File: src/rtl/bufferidex_skid.sv
// Elastic ID/EX pipeline stage: main + skid entry, registered ready, sync flush, NOP on bubbles.
// Optional BUFFERIDEX_STALLCNT_EN adds a saturating stall_cnt output.
module bufferidex_skid #(
  parameter int unsigned        DATA_W   = 16,
  parameter int unsigned        CTRL_W   = 4,
  parameter logic [CTRL_W-1:0]  NOP_CTRL = '0
) (
  input  logic              C,
  input  logic              R,
  input  logic              in_valid,
  output logic              in_ready,
  input  logic [DATA_W-1:0] ID1,
  input  logic [DATA_W-1:0] ID2,
  input  logic [DATA_W-1:0] ID15,
  input  logic [DATA_W-1:0] IRS,
  input  logic [DATA_W-1:0] IRT1,
  input  logic [DATA_W-1:0] IRT2,
  input  logic [DATA_W-1:0] IRD,
  input  logic [CTRL_W-1:0] IC,
  input  logic              flush,
  output logic              out_valid,
  input  logic              out_ready,
  output logic [DATA_W-1:0] OD1,
  output logic [DATA_W-1:0] OD2,
  output logic [DATA_W-1:0] OD15,
  output logic [DATA_W-1:0] ORS,
  output logic [DATA_W-1:0] ORT1,
  output logic [DATA_W-1:0] ORT2,
  output logic [DATA_W-1:0] ORD,
  output logic [CTRL_W-1:0] OC
`ifdef BUFFERIDEX_STALLCNT_EN
  ,
  output logic [15:0]       stall_cnt
`endif
);

  localparam int unsigned BundleW = 7 * DATA_W + CTRL_W;

  // Encoding is {main_valid, skid_valid}.
  typedef enum logic [1:0] {
    StEmpty = 2'b00,
    StOne   = 2'b10,
    StFull  = 2'b11
  } state_e;

  state_e               state_q, state_d;
  logic [BundleW-1:0]   in_bundle;
  logic [BundleW-1:0]   main_q, main_d;
  logic [BundleW-1:0]   skid_q, skid_d;
  logic [CTRL_W-1:0]    main_ctrl;
  logic                 accept, take;

  assign in_bundle = {ID1, ID2, ID15, IRS, IRT1, IRT2, IRD, IC};
  assign {OD1, OD2, OD15, ORS, ORT1, ORT2, ORD, main_ctrl} = main_q;

  assign in_ready  = (state_q != StFull);
  assign out_valid = (state_q != StEmpty);
  assign OC        = out_valid ? main_ctrl : NOP_CTRL;

  assign accept = in_valid & in_ready;
  assign take   = out_valid & out_ready;

  always_comb begin
    state_d = state_q;
    main_d  = main_q;
    skid_d  = skid_q;
    if (flush) begin
      state_d = StEmpty;
    end else begin
      unique case (state_q)
        StEmpty: begin
          if (accept) begin
            main_d  = in_bundle;
            state_d = StOne;
          end
        end
        StOne: begin
          if (accept && take) begin
            main_d = in_bundle;
          end else if (accept) begin
            skid_d  = in_bundle;
            state_d = StFull;
          end else if (take) begin
            state_d = StEmpty;
          end
        end
        StFull: begin
          if (take) begin
            main_d  = skid_q;
            state_d = StOne;
          end
        end
        default: state_d = StEmpty;
      endcase
    end
  end

  always_ff @(posedge C or negedge R) begin
    if (!R) begin
      state_q <= StEmpty;
      main_q  <= '0;
      skid_q  <= '0;
    end else begin
      state_q <= state_d;
      main_q  <= main_d;
      skid_q  <= skid_d;
    end
  end

`ifdef BUFFERIDEX_STALLCNT_EN
  logic [15:0] stall_cnt_q;

  // Counts across flushes; only reset clears it.
  always_ff @(posedge C or negedge R) begin
    if (!R) begin
      stall_cnt_q <= '0;
    end else if (out_valid && !out_ready && (stall_cnt_q != 16'hFFFF)) begin
      stall_cnt_q <= stall_cnt_q + 16'd1;
    end
  end

  assign stall_cnt = stall_cnt_q;
`endif

endmodule

File: config.mk
export PLATFORM = sky130hd
export DESIGN_NAME = bufferidex_skid
export DESIGN_NICKNAME = d
export VERILOG_FILES = /design/src/rtl/bufferidex_skid.sv
export SDC_FILE = /design/constraint.sdc
export NUM_CORES = 1
export LEC_CHECK = 0
export ABC_AREA = 1
export CAP_MARGIN = 30
export CORE_MARGIN = 4
export CORE_UTILIZATION = 46
export DETAILED_ROUTE_END_ITERATION = 8
export GPL_ROUTABILITY_DRIVEN = 0
export GPL_TIMING_DRIVEN = 0
export HOLD_SLACK_MARGIN = 0.02
export PLACE_DENSITY = 0.77
export SLEW_MARGIN = 20
export SYNTH_ARGS = -nofsm -noshare
export SYNTH_HDL_FRONTEND = slang
export SYNTH_SLANG_ARGS = --single-unit
File: constraint.sdc
create_clock -name C -period 1.69 [get_ports C]
set_input_delay 0.4225 -clock C [delete_from_list [all_inputs] [get_ports C]]
set_output_delay 0.4225 -clock C [all_outputs]
set_load 0.02 [all_outputs]
# Word-level counts from Yosys, hierarchy flattened
# Index checks and enable logic that the tools add are counted.
word_totals:
  reg_bits: 234
  latchBits: 0
  mem_bits_rw: 0
  romBits: 0
  inputBits: 121
  word_cells: 36
  memories: 0
op_classes:
  addsub: 0
  mul: 0
  div_mod_pow: 0
  n_lt_le_gt_ge: 0
  n_eq_ne: 10
  shift: 0
  muxes: 12
  bitwise_logic: 4
  reduce_logical: 7
op_table:
  columns: ["op", "n"]
  rows:
  - ["$mux W116", 3]
  - ["$pmux W116 S3", 1]
  - ["$mux W2", 6]
  - ["$ne A3 B3 Y1 const B", 3]
  - ["$ne A2 B2 Y1 const B", 4]
  - ["$reduce_and A4 Y1", 2]
  - ["$pmux W2 S3", 1]
  - ["$reduce_and A5 Y1", 1]
  - ["$eq A2 B2 Y1 const B", 2]
  - ["$mux W4", 1]
  - ["$ne A4 B4 Y1 const B", 1]
  - ["$reduce_bool A3 Y1", 1]
  - ["$and A1 B1 Y1", 2]
  - ["$logic_not A2 Y1", 1]
  - ["$not A1 Y1", 2]
  - ["$reduce_bool A2 Y1", 1]
  - ["$logic_and A1 B1 Y1", 1]

# Longest topological paths before layout
# Gate-level depths: netlist of run 1.
depth:
  ltp_word: 7
  mapped_depth: 12
  depth_no_buf: 10

# Worst setup path after synthesis of run 1
# OpenSTA, ideal clock, no wires.
synth_path:
  kind: "reg2reg"
  startpoint: "reg state_q[0]"
  endpoint: "reg main_q[74]"
  setup_ps: 123
  arrival_ps: 1612
  setup_slack_ps: -46
  path_stages_with_launch: 13
  path_buffers: 3
  period_less_slack_ps: 1736
  path_cell_list: "dfrtp_1 -> ha_1 -> buf_6 -> inv_2 -> nand2_1 -> nand2_1 -> nand2_1 -> inv_2 -> nand3_4 -> buf_6 -> buf_2 -> nand2_1 -> o21ai_1"
synth_via:
  elab_chain_cells: 5
synth_lines:
  columns: ["item", "line_no", "rtl"]
  rows:
  - ["start, declared", "46", "state_e state_q, state_d;"]
  - ["start signal, assigned", "100", "state_q <= StEmpty;"]
  - ["start signal, assigned", "104", "state_q <= state_d;"]
  - ["$ne A2 B2 Y1 (*)", "56", "assign in_ready = (state_q != StFull);"]
  - ["net in_ready", "11", "output logic in_ready,"]
  - ["$and A1 B1 Y1 (*)", "60", "assign accept = in_valid & in_ready;"]
  - ["$logic_and A1 B1 Y1", "78", "if (accept && take) begin"]
  - ["$ne A2 B2 Y1 (no line)", null, null]
  - ["$reduce_and A5 Y1 (no line) (*)", null, null]
  - ["end signal, assigned", "105", "main_q <= main_d;"]
  - ["end, declared", "48", "logic [BundleW-1:0] main_q, main_d;"]
# The timed path passes the listed nets; every way through them passes the cells marked *.
# A chain may end at the register's enable or synchronous reset.

# Worst setup path after layout of run 1
layout_path:
  startpoint: "reg state_q[0]"
  endpoint: "out OC[2]"
layout_via:
  elab_chain_cells: 2
layout_lines:
  columns: ["item", "line_no", "rtl"]
  rows:
  - ["$reduce_bool A2 Y1", "57", "assign out_valid = (state_q != StEmpty);"]
  - ["$mux W4", "58", "assign OC = out_valid ? main_ctrl : NOP_CTRL;"]
  - ["end, declared", "30", "output logic [CTRL_W-1:0] OC"]
# Every way passes these cells.

==> out/metrics.csv, run 1 <==
stage;metric;value;unit
layout;final_common_cell;nand2_1;
floorplan;die_h;162;microns
floorplan;ios;239;
routing;post-route-drc-count;0;
yosys;netlist_instances;1281;
cts;cts_buffers;25;
cts;cts_tree;done;
yosys;synth_area_per_cell;8.53;sq um
sta;post-route-min-period;1.97;ns
routing;route.antenna.remaining_nets;0;
cts;clock_latency;0.51;ns
floorplan;dieArea;26300;sq um
pwr;p_leak;7.77;nW
routing;drtIter0Drc;484;
routing;wl;31800;microns
pwr;cellPowerDensity;1750;nW/um^2
routing;dr.pass1.iters;5;
place;io_buffers;238;
pwr;ir_worst_vdd;887;uV
yosys;yosysSeqAreaShare;0.536;
outcome;status;finished with violations;
place;dpl-instance-area;13800;sq um
yosys;synth_top_area_frac;0.536;
sta;clock_skew;0.00791;ns
worst_setup_path;critPathMaxStageDelay;0.46;ns
worst_setup_path;cp_common_cell;buf_6;
layout;area_growth;50.0;%
sta;fmax;507;MHz
layout;fin_util;0.700;
sta;max_slew_margin;0.649;
routing;vias;9696;
layout;stdcell_count;1945;
cts;cts_sinks;234;
place;dp.cells;1840;
global_route;grt_pass1_wl;49900;microns
floorplan;core;23400;sq um
yosys;yosysWarnings;0;
worst_setup_path;path_class;reg2out;
yosys;syn_nets;1407;
sta;hold_slack;-0.147;ns
yosys;synth_top_family_by_area;buffers and inverters;
floorplan;fp.dieW;162;microns
worst_setup_path;worstPathCellList;inv_4 -> ha_4 -> buf_6 -> nor2_4 -> buf_6;
global_route;overflow;0;
cts;htreeDepth;1;
sta;setup_violations;334;
global_route;grt_max_degree;93;
global_route;antenna_found_initial;1;
routing;wl_per_cell;16.3;microns
global_route;grt_pass1_vias;9923;
yosys;synth-compound-area-share;0.161;
min_path;hold_path_class;in2async;
yosys;synth_top_area_cell;dfrtp_1;
yosys;synth_mux_area_frac;0;
yosys;synth_area_leaders;dfrtp_1 (54%), o21ai_0 (15%), nand2_1 (12%);
cts;cts-root-buf;clkbuf_16;
sta;finalHoldViolations;67;
sta;setup_tns;-39.69;ns
yosys;synthXorXnorAreaFrac;0;
yosys;netlist_area;10900;sq um
outcome;violations;negative hold slack, negative setup slack;
sta;post-route-period-util;1.17;
sta;rsz0062_at_grt;yes;
cts;path_clk_slew;0.06;ns
place;preCtsSetupSlack;-0.612;ns
worst_setup_path;crit_family;flip-flops;
worst_setup_path;cp_num_buf_inv;3;
pwr;total_power;28.8;mW
worst_setup_path;crit_path_end_kind;output port;
flow_run;maxCapViolations;0;
worst_setup_path;required;1.27;ns
yosys;yosys.area_share.simple;0.134;
routing;avgViaCountPerCell;4.99;
sta;slew_viol_final;0;
sta;worst_pin_slew;0.527;ns
worst_setup_path;cp.arrival;1.55;ns
place;dp_hpwl;20100;microns
layout;nets;1733;
floorplan;rows;56;
worst_setup_path;crit_fanout;6;
cts;cts_buffer_depth;3;
layout;final_cell_area;16400;sq um
global_route;grt.total_usage;0.231;
yosys;synth_fa_ha_area_frac;0.00572;
yosys;synth-seq-cells;234;
yosys;ys_types;22;
layout;mostFrequentLayoutCells;nand2_1 (296), dfrtp_1 (232), o21ai_0 (153);
layout;final_layout_size_suffix_gt1_frac;0.265;
floorplan;initial_utilization;0.467;
worst_setup_path;cp_slowest_cell;dfrtp_2;
sta;finalWorstSetupSlack;-0.282;ns
worst_setup_path;worst_setup_path_start_kind;flop;
## per-layer routing
layer  global-route usage  part of all wire
met1                0.300              0.41
met2                0.394              0.50
met3               0.0431             0.060
met4               0.0746             0.026
met5                    0                 0
## area by class of cell
type	instances	area (sq um)
buffer	186	1740
inverter	129	492
fill	1813	7010
tap	319	399
timing repair buffer	301	3380
clock inverter	11	90.1
clock buffer	34	719
multi-input combinational	730	3720
antenna	1	2.50
sequential	234	5860
## logic make-up (layout without fill, tap and decap cells)
kind of cell / Yosys count / count (layout)
adders and majority gates: 5 / 5
and+or+nand+nor: 377 / 377
DFF: 234 / 234
other: 0 / 1
buffers and inverters: 317 / 661
AOI/OAI and AO/OA: 348 / 348
## sequential cells by signal, summed over array words and instances (netlist names)
name / count
main_q: 116
state_q: 2
skid_q: 116
## final timing paths
kind / from / end / slack [ns] / cells after the start
max in group asynchronous: R / main_q[60] / 0.63 / 3
worst max-delay path: state_q[0] / OC[2] / -0.28 / 5
worst max register to register: state_q[1] / skid_q[89] / -0.24 / 12
worst min register to register: main_q[100] / main_q[100] / 0.49 / 2
min in group C: IRS[9] / skid_q[61] / 0.48 / 3
worst min-delay path: R / skid_q[5] / -0.15 / 1
## what timing repair did
action	in CTS	in global routing
pin swaps	10	6
endpoints found under the setup margin	350	341
buffers inserted	30	5
gates cloned	20	10
gates resized for setup	562	88
endpoints found under the hold margin	67	67
## cells in the mapped netlist (all sizes together)
cell	n
nand4	2
inv	129
clkbuf	25
dfrtp	234
nand3	3
o21ai	348
nand2	363
ha	5
nor2	8
buf	163
nor3	1
## power breakdown
part           switching (mW)  leakage, nW  internal [mW]  total [mW]
clock                    2.24        0.405           3.14        5.37
combinational            6.92         4.50           6.91        13.8
sequential               1.22         2.87           8.34        9.56
Note: power is estimated with default switching activity, not from simulation.
==> inputs of run 2 (changes only) <==
--- a/config.mk
+++ b/config.mk
@@ -11,7 +11,6 @@
 export CORE_UTILIZATION = 46
 export DETAILED_ROUTE_END_ITERATION = 8
 export GPL_ROUTABILITY_DRIVEN = 0
-export GPL_TIMING_DRIVEN = 0
 export HOLD_SLACK_MARGIN = 0.02
 export PLACE_DENSITY = 0.77
 export SLEW_MARGIN = 20
==> out/metrics.csv, run 2 (same netlist as run 1, synthesis figures left out) <==
stage;metric;value;unit;change
global_route;grt_pass1_wl;48700;microns;was 49,900 microns
worst_setup_path;crit_fanout;5;;was 6
pwr;p_leak;7.52;nW;was 7.77 nW
cts;cts_buffers;24;;was 25
floorplan;initial_utilization;0.467;;unchanged
pwr;seqPwrFrac;0.349;;was 0.332
sta;clock_skew;0.0194;ns;was 0.00791 ns
worst_setup_path;worstPathCellList;inv_2 -> ha_4 -> buf_6 -> nor2_4 -> buf_6 -> nor3_4 -> buf_6 -> buf_12 -> buf_8 -> buf_12 -> buf_16 -> nand2_4 -> o21ai_4;;was inv_4 -> ha_4 -> buf_6 -> nor2_4 -> buf_6
worst_setup_path;reg2reg_to;skid_q[68];;was skid_q[89]
outcome;status;finished with violations;;unchanged
worst_setup_path;critPathMaxStageDelay;0.40;ns;was 0.46 ns
cts;clock_latency;0.51;ns;about the same
worst_setup_path;cp_num_buf_inv;8;;was 3
pwr;p_int;17.0;mW;was 18.4 mW
cts;cts_buffer_depth;3;;unchanged
pwr;total_power;27.6;mW;was 28.8 mW
routing;dr.pass1.iters;7;;was 5
place;dp_hpwl;16600;microns;was 20,100 microns
routing;drtIter0Drc;577;;was 484
worst_setup_path;cp.arrival;2.42;ns;was 1.55 ns
worst_setup_path;reg2regPathDepth;13;;was 12
flow_run;maxCapViolations;0;;unchanged
min_path;hold_path_class;in2async;;unchanged
sta;setup_tns;-43.33;ns;was -39.69 ns
floorplan;fp.dieW;162;microns;unchanged
pwr;swShare;0.384;;was 0.361
layout;reg.largest.list;main_q (116), skid_q (116), state_q (2);;unchanged
routing;route.antenna.remaining_nets;0;;unchanged
worst_setup_path;required;2.12;ns;was 1.27 ns
sta;finalWorstSetupSlack;-0.308;ns;was -0.282 ns
outcome;violations;negative setup slack;;was negative hold slack, negative setup slack
global_route;antenna_found_initial;0;;was 1
pwr;clkPwrFrac;0.184;;was 0.187
routing;vias;9313;;was 9,696
pwr;p_comb_frac;0.467;;was 0.481
worst_setup_path;cp_common_cell;buf_6;;unchanged
worst_setup_path;cp_slowest_cell;dfrtp_1;;was dfrtp_2
worst_setup_path;crit_family;buffers and inverters;;was flip-flops
layout;fill_cells;1732;;was 1,813
layout;final_layout_size_suffix_gt1_frac;0.273;;was 0.265
sta;rsz0062_at_grt;yes;;unchanged
layout;final_common_cell;dfrtp_1;;was nand2_1
floorplan;core;23400;sq um;unchanged
cts;cts_sinks;234;;unchanged
floorplan;rows;56;;unchanged
cts;cts_tree;done;;unchanged
sta;post-route-period-util;1.18;;was 1.17
worst_setup_path;r2r_start;state_q[1];;unchanged
cts;path_clk_slew;0.06;ns;about the same
pwr;power_switching;10.6;mW;was 10.4 mW
routing;avgViaCountPerCell;5.14;;was 4.99
sta;worst_pin_slew;0.525;ns;was 0.527 ns
worst_setup_path;crit_cells;13;;was 5
pwr;ir_worst_vdd;897;uV;was 887 uV
cts;cts-root-buf;clkbuf_16;;unchanged
global_route;grt_pass1_vias;9349;;was 9,923
routing;wl_per_cell;18.2;microns;was 16.3 microns
worst_setup_path;rrSetupSlack;-0.31;ns;was -0.24 ns
place;io_buffers;238;;unchanged
sta;post-route-min-period;2.00;ns;was 1.97 ns
pwr;cellPowerDensity;1720;nW/um^2;was 1750 nW/um^2
sta;slew_viol_final;0;;unchanged
worst_setup_path;crit_path_end_kind;flop;;was output port
routing;post-route-drc-count;0;;unchanged
floorplan;die_h;162;microns;unchanged
global_route;overflow;0;;unchanged
floorplan;ios;239;;unchanged
sta;finalHoldViolations;0;;was 67
layout;antennaDiodeCount;0;;was 1
routing;wl;32900;microns;was 31,800 microns
global_route;grt_max_degree;129;;was 93
sta;fmax;501;MHz;was 507 MHz
cts;htreeDepth;1;;unchanged
sta;max_slew_margin;0.650;;was 0.649
floorplan;dieArea;26300;sq um;unchanged
global_route;grt.total_usage;0.228;;was 0.231
layout;area_growth;47.0;%;was 50.0%
worst_setup_path;path_class;reg2reg;;was reg2out
layout;mostFrequentLayoutCells;dfrtp_1 (234), nand2_1 (229), o21ai_0 (159);;was nand2_1 (296), dfrtp_1 (232), o21ai_0 (153)
layout;nets;1605;;was 1,733
sta;setup_violations;241;;was 334
worst_setup_path;worst_setup_path_start_kind;flop;;unchanged
==> run 2: cell count changes in the layout (fill, tap and decap cells not counted), moves of 30 or more <==
cell / previous run / this run
buf_4: 135 / 27
nand2_2: 56 / 93
o21ai_2: 48 / 89
nand2_1: 296 / 229
o21ai_1: 147 / 96
nand2_4: 11 / 41
==> run 2: worst max-delay path by stage <==
stage | start | to
after floorplan | state_q[0] | main_q[10]
after global placement | in_valid | skid_q[28]
after detailed placement | in_valid | skid_q[91]
after CTS | state_q[1] | out_valid
after global routing | state_q[1] | skid_q[68]
final | state_q[1] | skid_q[68]
==> run 2: layout make-up <==
| cell class | count | area [sq um] | area share |
|---|---|---|---|
| Clock inverter | 4 | 20.0 | 0.00125 |
| Tap cell | 319 | 399 | 0.0248 |
| Sequential cell | 234 | 5860 | 0.364 |
| Clock buffer | 35 | 723 | 0.0450 |
| Timing Repair Buffer | 360 | 4320 | 0.269 |
| Inverter | 129 | 487 | 0.0303 |
| Multi-Input combinational cell | 730 | 4260 | 0.265 |
==> run 2: power by group through the flow <==
stage | Combinational (mW) | Clock, mW | Sequential [mW]
floorplan | 7.32 | 0 | 9.19
global placement | 9.22 | 0 | 9.51
detailed placement | 9.51 | 0 | 9.55
CTS | 11.6 | 5.12 | 9.50
global route | 13.8 | 5.40 | 9.90
finish | 12.9 | 5.07 | 9.61
==> run 2: what timing repair did <==
action                                 4_1_cts  5_1_grt
pin swaps                                    5        6
buffers inserted                            38        5
gates resized for setup                    519      195
cloned                                      35       12
setup endpoints to repair                  349      268
hold buffers                                 1        0
endpoints found under the hold margin       45        0
==> run 2: metal layers <==
metal | part of all wire | wire [microns] | GRT usage | up-vias
li1 | - | - | - | 4372
met1 | 0.39 | 13000 | 0.293 | 4527
met5 | 0 | 0 | 0 | -
met3 | 0.062 | 2030 | 0.0383 | 68
met2 | 0.52 | 17100 | 0.401 | 346
met4 | 0.025 | 823 | 0.0615 | 0
==> run 2: per-stage QoR <==
| step | worst slack (ns) | hold WS [ns] | instances | util | cell area, sq um |
|---|---|---|---|---|---|
| finish | -0.308 | 0.452 | 1811 | 0.686 | 16100 |
| global route | -0.387 | 0.477 | 1811 | 0.686 | 16100 |
| CTS | -0.256 | 0.458 | 1811 | 0.664 | 15500 |
| detailed placement | -0.397 | 0.399 | 1698 | 0.552 | 12900 |
| global placement | -0.351 | 0.397 | 1698 | 0.552 | 12900 |
| floorplan | 0.00237 | 0.127 | 1281 | - | 10900 |
==> inputs of run 3 (changes only) <==
--- a/config.mk
+++ b/config.mk
@@ -7,12 +7,12 @@
 export LEC_CHECK = 0
 export ABC_AREA = 1
 export CAP_MARGIN = 30
-export CORE_MARGIN = 4
-export CORE_UTILIZATION = 46
+export CORE_MARGIN = 1
+export CORE_UTILIZATION = 55
 export DETAILED_ROUTE_END_ITERATION = 8
 export GPL_ROUTABILITY_DRIVEN = 0
 export HOLD_SLACK_MARGIN = 0.02
-export PLACE_DENSITY = 0.77
+export PLACE_DENSITY = 0.86
 export SLEW_MARGIN = 20
 export SYNTH_ARGS = -nofsm -noshare
 export SYNTH_HDL_FRONTEND = slang
==> constraint.sdc (replaced) <==
create_clock -name C -period 2.4 [get_ports C]
set_input_delay 0.6 -clock C [delete_from_list [all_inputs] [get_ports C]]
set_output_delay 0.6 -clock C [all_outputs]
set_load 0.02 [all_outputs]
==> out/metrics.csv, run 3 (same netlist as run 1, synthesis figures left out) <==
stage;metric;value;unit;change
floorplan;die_h;143;microns;was 162 microns
floorplan;rows;51;;was 56
worst_setup_path;reg2reg_to;main_q[41];;was skid_q[68]
routing;wl_per_cell;14.3;microns;was 18.2 microns
worst_setup_path;r2r_start;state_q[0];;was state_q[1]
place;io_buffers;238;;unchanged
routing;dr.pass1.iters;5;;was 7
place;dp_hpwl;15300;microns;was 16,600 microns
layout;final_layout_size_suffix_gt1_frac;0.0587;;was 0.273
cts;cts_sinks;234;;unchanged
worst_setup_path;worstPathCellList;buf_4 -> ha_4 -> inv_2 -> dlygate4sd2_1;;was inv_2 -> ha_4 -> buf_6 -> nor2_4 -> buf_6 -> nor3_4 -> buf_6 -> buf_12 -> buf_8 -> buf_12 -> buf_16 -> nand2_4 -> o21ai_4
worst_setup_path;reg2regPathDepth;11;;was 13
routing;post-route-drc-count;0;;unchanged
cts;cts_buffer_depth;3;;unchanged
worst_setup_path;rrSetupSlack;0.41;ns;was -0.31 ns
worst_setup_path;crit_fanout;6;;was 5
pwr;cellPowerDensity;1290;nW/um^2;was 1720 nW/um^2
global_route;antenna_found_initial;1;;was 0
layout;antennaDiodeCount;0;;unchanged
place;dp.cells;1612;;was 1,698
sta;max_slew_margin;0.510;;was 0.650
sta;slew_viol_final;0;;unchanged
cts;clock_latency;0.51;ns;about the same
pwr;power_switching;6.16;mW;was 10.6 mW
global_route;grt.total_usage;0.234;;was 0.228
routing;drtIter0Drc;636;;was 577
layout;reg.largest.list;main_q (116), skid_q (116), state_q (2);;unchanged
sta;setup_tns;0;ns;was -43.33 ns
routing;wl;23800;microns;was 32,900 microns
worst_setup_path;cp.arrival;1.68;ns;was 2.42 ns
pwr;clkPwrFrac;0.239;;was 0.184
routing;avgViaCountPerCell;5.11;;was 5.14
layout;mostFrequentLayoutCells;nand2_1 (362), o21ai_0 (321), dfrtp_1 (234);;was dfrtp_1 (234), nand2_1 (229), o21ai_0 (159)
global_route;overflow;0;;unchanged
worst_setup_path;worst_setup_path_start_kind;flop;;unchanged
cts;path_clk_slew;0.06;ns;about the same
routing;route.antenna.remaining_nets;0;;unchanged
worst_setup_path;required;1.80;ns;was 2.12 ns
layout;final_common_cell;nand2_1;;was dfrtp_1
sta;fmax;438;MHz;
pwr;total_power;17.4;mW;was 27.6 mW
layout;final_cell_area;13500;sq um;was 16,100 sq um
cts;cts_hold_buf;0;;was 1
worst_setup_path;setup.worst_path.start;state_q[1];;unchanged
floorplan;dieArea;20400;sq um;was 26,300 sq um
sta;finalHoldViolations;0;;unchanged
cts;cts-root-buf;clkbuf_16;;unchanged
cts;htreeDepth;1;;unchanged
outcome;status;completed;;was finished with violations
layout;nets;1505;;was 1,605
pwr;p_int;11.3;mW;was 17.0 mW
sta;rsz0062_at_grt;no;;was yes
pwr;p_comb_frac;0.375;;was 0.467
min_path;hold_path_class;in2async;;unchanged
sta;setup_violations;0;;was 241
layout;fin_util;0.696;;was 0.686
place;dpl-instance-area;12600;sq um;was 12,900 sq um
worst_setup_path;critPathMaxStageDelay;0.40;ns;about the same
layout;area_growth;24.0;%;was 47.0%
sta;post-route-period-util;0.951;;
global_route;grt_pass1_vias;8021;;was 9,349
worst_setup_path;cp_slowest_cell;dfrtp_1;;unchanged
routing;vias;8505;;was 9,313
cts;cts_tree;done;;unchanged
flow_run;maxCapViolations;0;;unchanged
pwr;seqPwrFrac;0.386;;was 0.349
cts;cts_buffers;25;;was 24
layout;fill_cells;1447;;was 1,732
layout;stdcell_count;1663;;was 1,811
pwr;p_leak;5.93;nW;was 7.52 nW
global_route;grt_pass1_wl;38400;microns;was 48,700 microns
floorplan;core;19500;sq um;was 23,400 sq um
floorplan;fp.dieW;143;microns;was 162 microns
sta;worst_pin_slew;0.736;ns;was 0.525 ns
floorplan;ios;239;;unchanged
worst_setup_path;path_class;reg2out;;was reg2reg
floorplan;initial_utilization;0.561;;was 0.467
sta;clock_skew;0.00633;ns;was 0.0194 ns
worst_setup_path;crit_path_end_kind;output port;;was flop
pwr;swShare;0.353;;was 0.384
global_route;grt_max_degree;123;;was 129
sta;post-route-min-period;2.28;ns;
pwr;ir_worst_vdd;871;uV;was 897 uV
==> run 3: cell types whose count changed in the layout (fill, tap and decap cells not counted), moves of 75 or more <==
cell	before	now
dlygate4sd2_1	111	2
o21ai_2	89	6
clkdlybuf4s50_1	119	231
o21ai_1	96	21
o21ai_0	159	321
nand2_2	93	1
nand2_1	229	362
==> run 3: worst max-delay path by stage <==
stage | endpoint | depth (start not counted) | slack [ns]
3_3_place_gp | skid_q[50] | 7 | 0.13
3_5_place_dp | skid_q[67] | 7 | 0.11
2_1_floorplan | main_q[74] | 12 | 0.66
6_report | in_ready | 4 | 0.12
4_1_cts | OC[2] | 4 | 0.05
5_1_grt | OC[2] | 4 | 0.06
==> run 3: per-layer routing <==
| metal | share of wire | global-route usage |
|---|---|---|
| met5 | 0.00055 | 0 |
| met4 | 0.032 | 0.0843 |
| met3 | 0.065 | 0.0412 |
| met2 | 0.49 | 0.394 |
| met1 | 0.41 | 0.302 |
==> run 3: metrics by stage <==
stage                     setup slack [ns]  hold WS [ns]
after floorplan                      0.664         0.304
after global placement               0.127         0.465
after detailed placement             0.105         0.470
after CTS                           0.0459        0.0375
after global routing                0.0635        0.0536
final                                0.119        0.0325
==> run 3: area by class of cell <==
type                    count  area (sq um)  share of cell area
multi-input cells         730          3300               0.244
repair buffers            259          2670               0.197
clock buffers              34           699              0.0516
well taps                 265           332              0.0245
inverters                 129           484              0.0357
clock inverters            12           206              0.0152
flip-flops and latches    234          5860               0.432
==> run 3: power by group through the flow <==
stage	Combinational (mW)	Sequential, mW	Clock [mW]
finish	6.54	6.73	4.16
CTS	6.57	6.73	4.21
global route	7.22	6.92	4.39
global placement	6.23	6.71	0
detailed placement	6.48	6.77	0
floorplan	5.15	6.47	0
==> run 3: critical path: cells and delay by family (launching register included) <==
kind	cells	cell delay [ns]
buffers and inverters	3	0.59
adder cells (fa/ha/maj)	1	0.19
flip-flops	1	0.40
==> run 3: repair_timing <==
item                                    in CTS  in global routing
setup buffers                                2                  2
endpoints found under the setup margin       6                  1
resized for setup                           15                  0
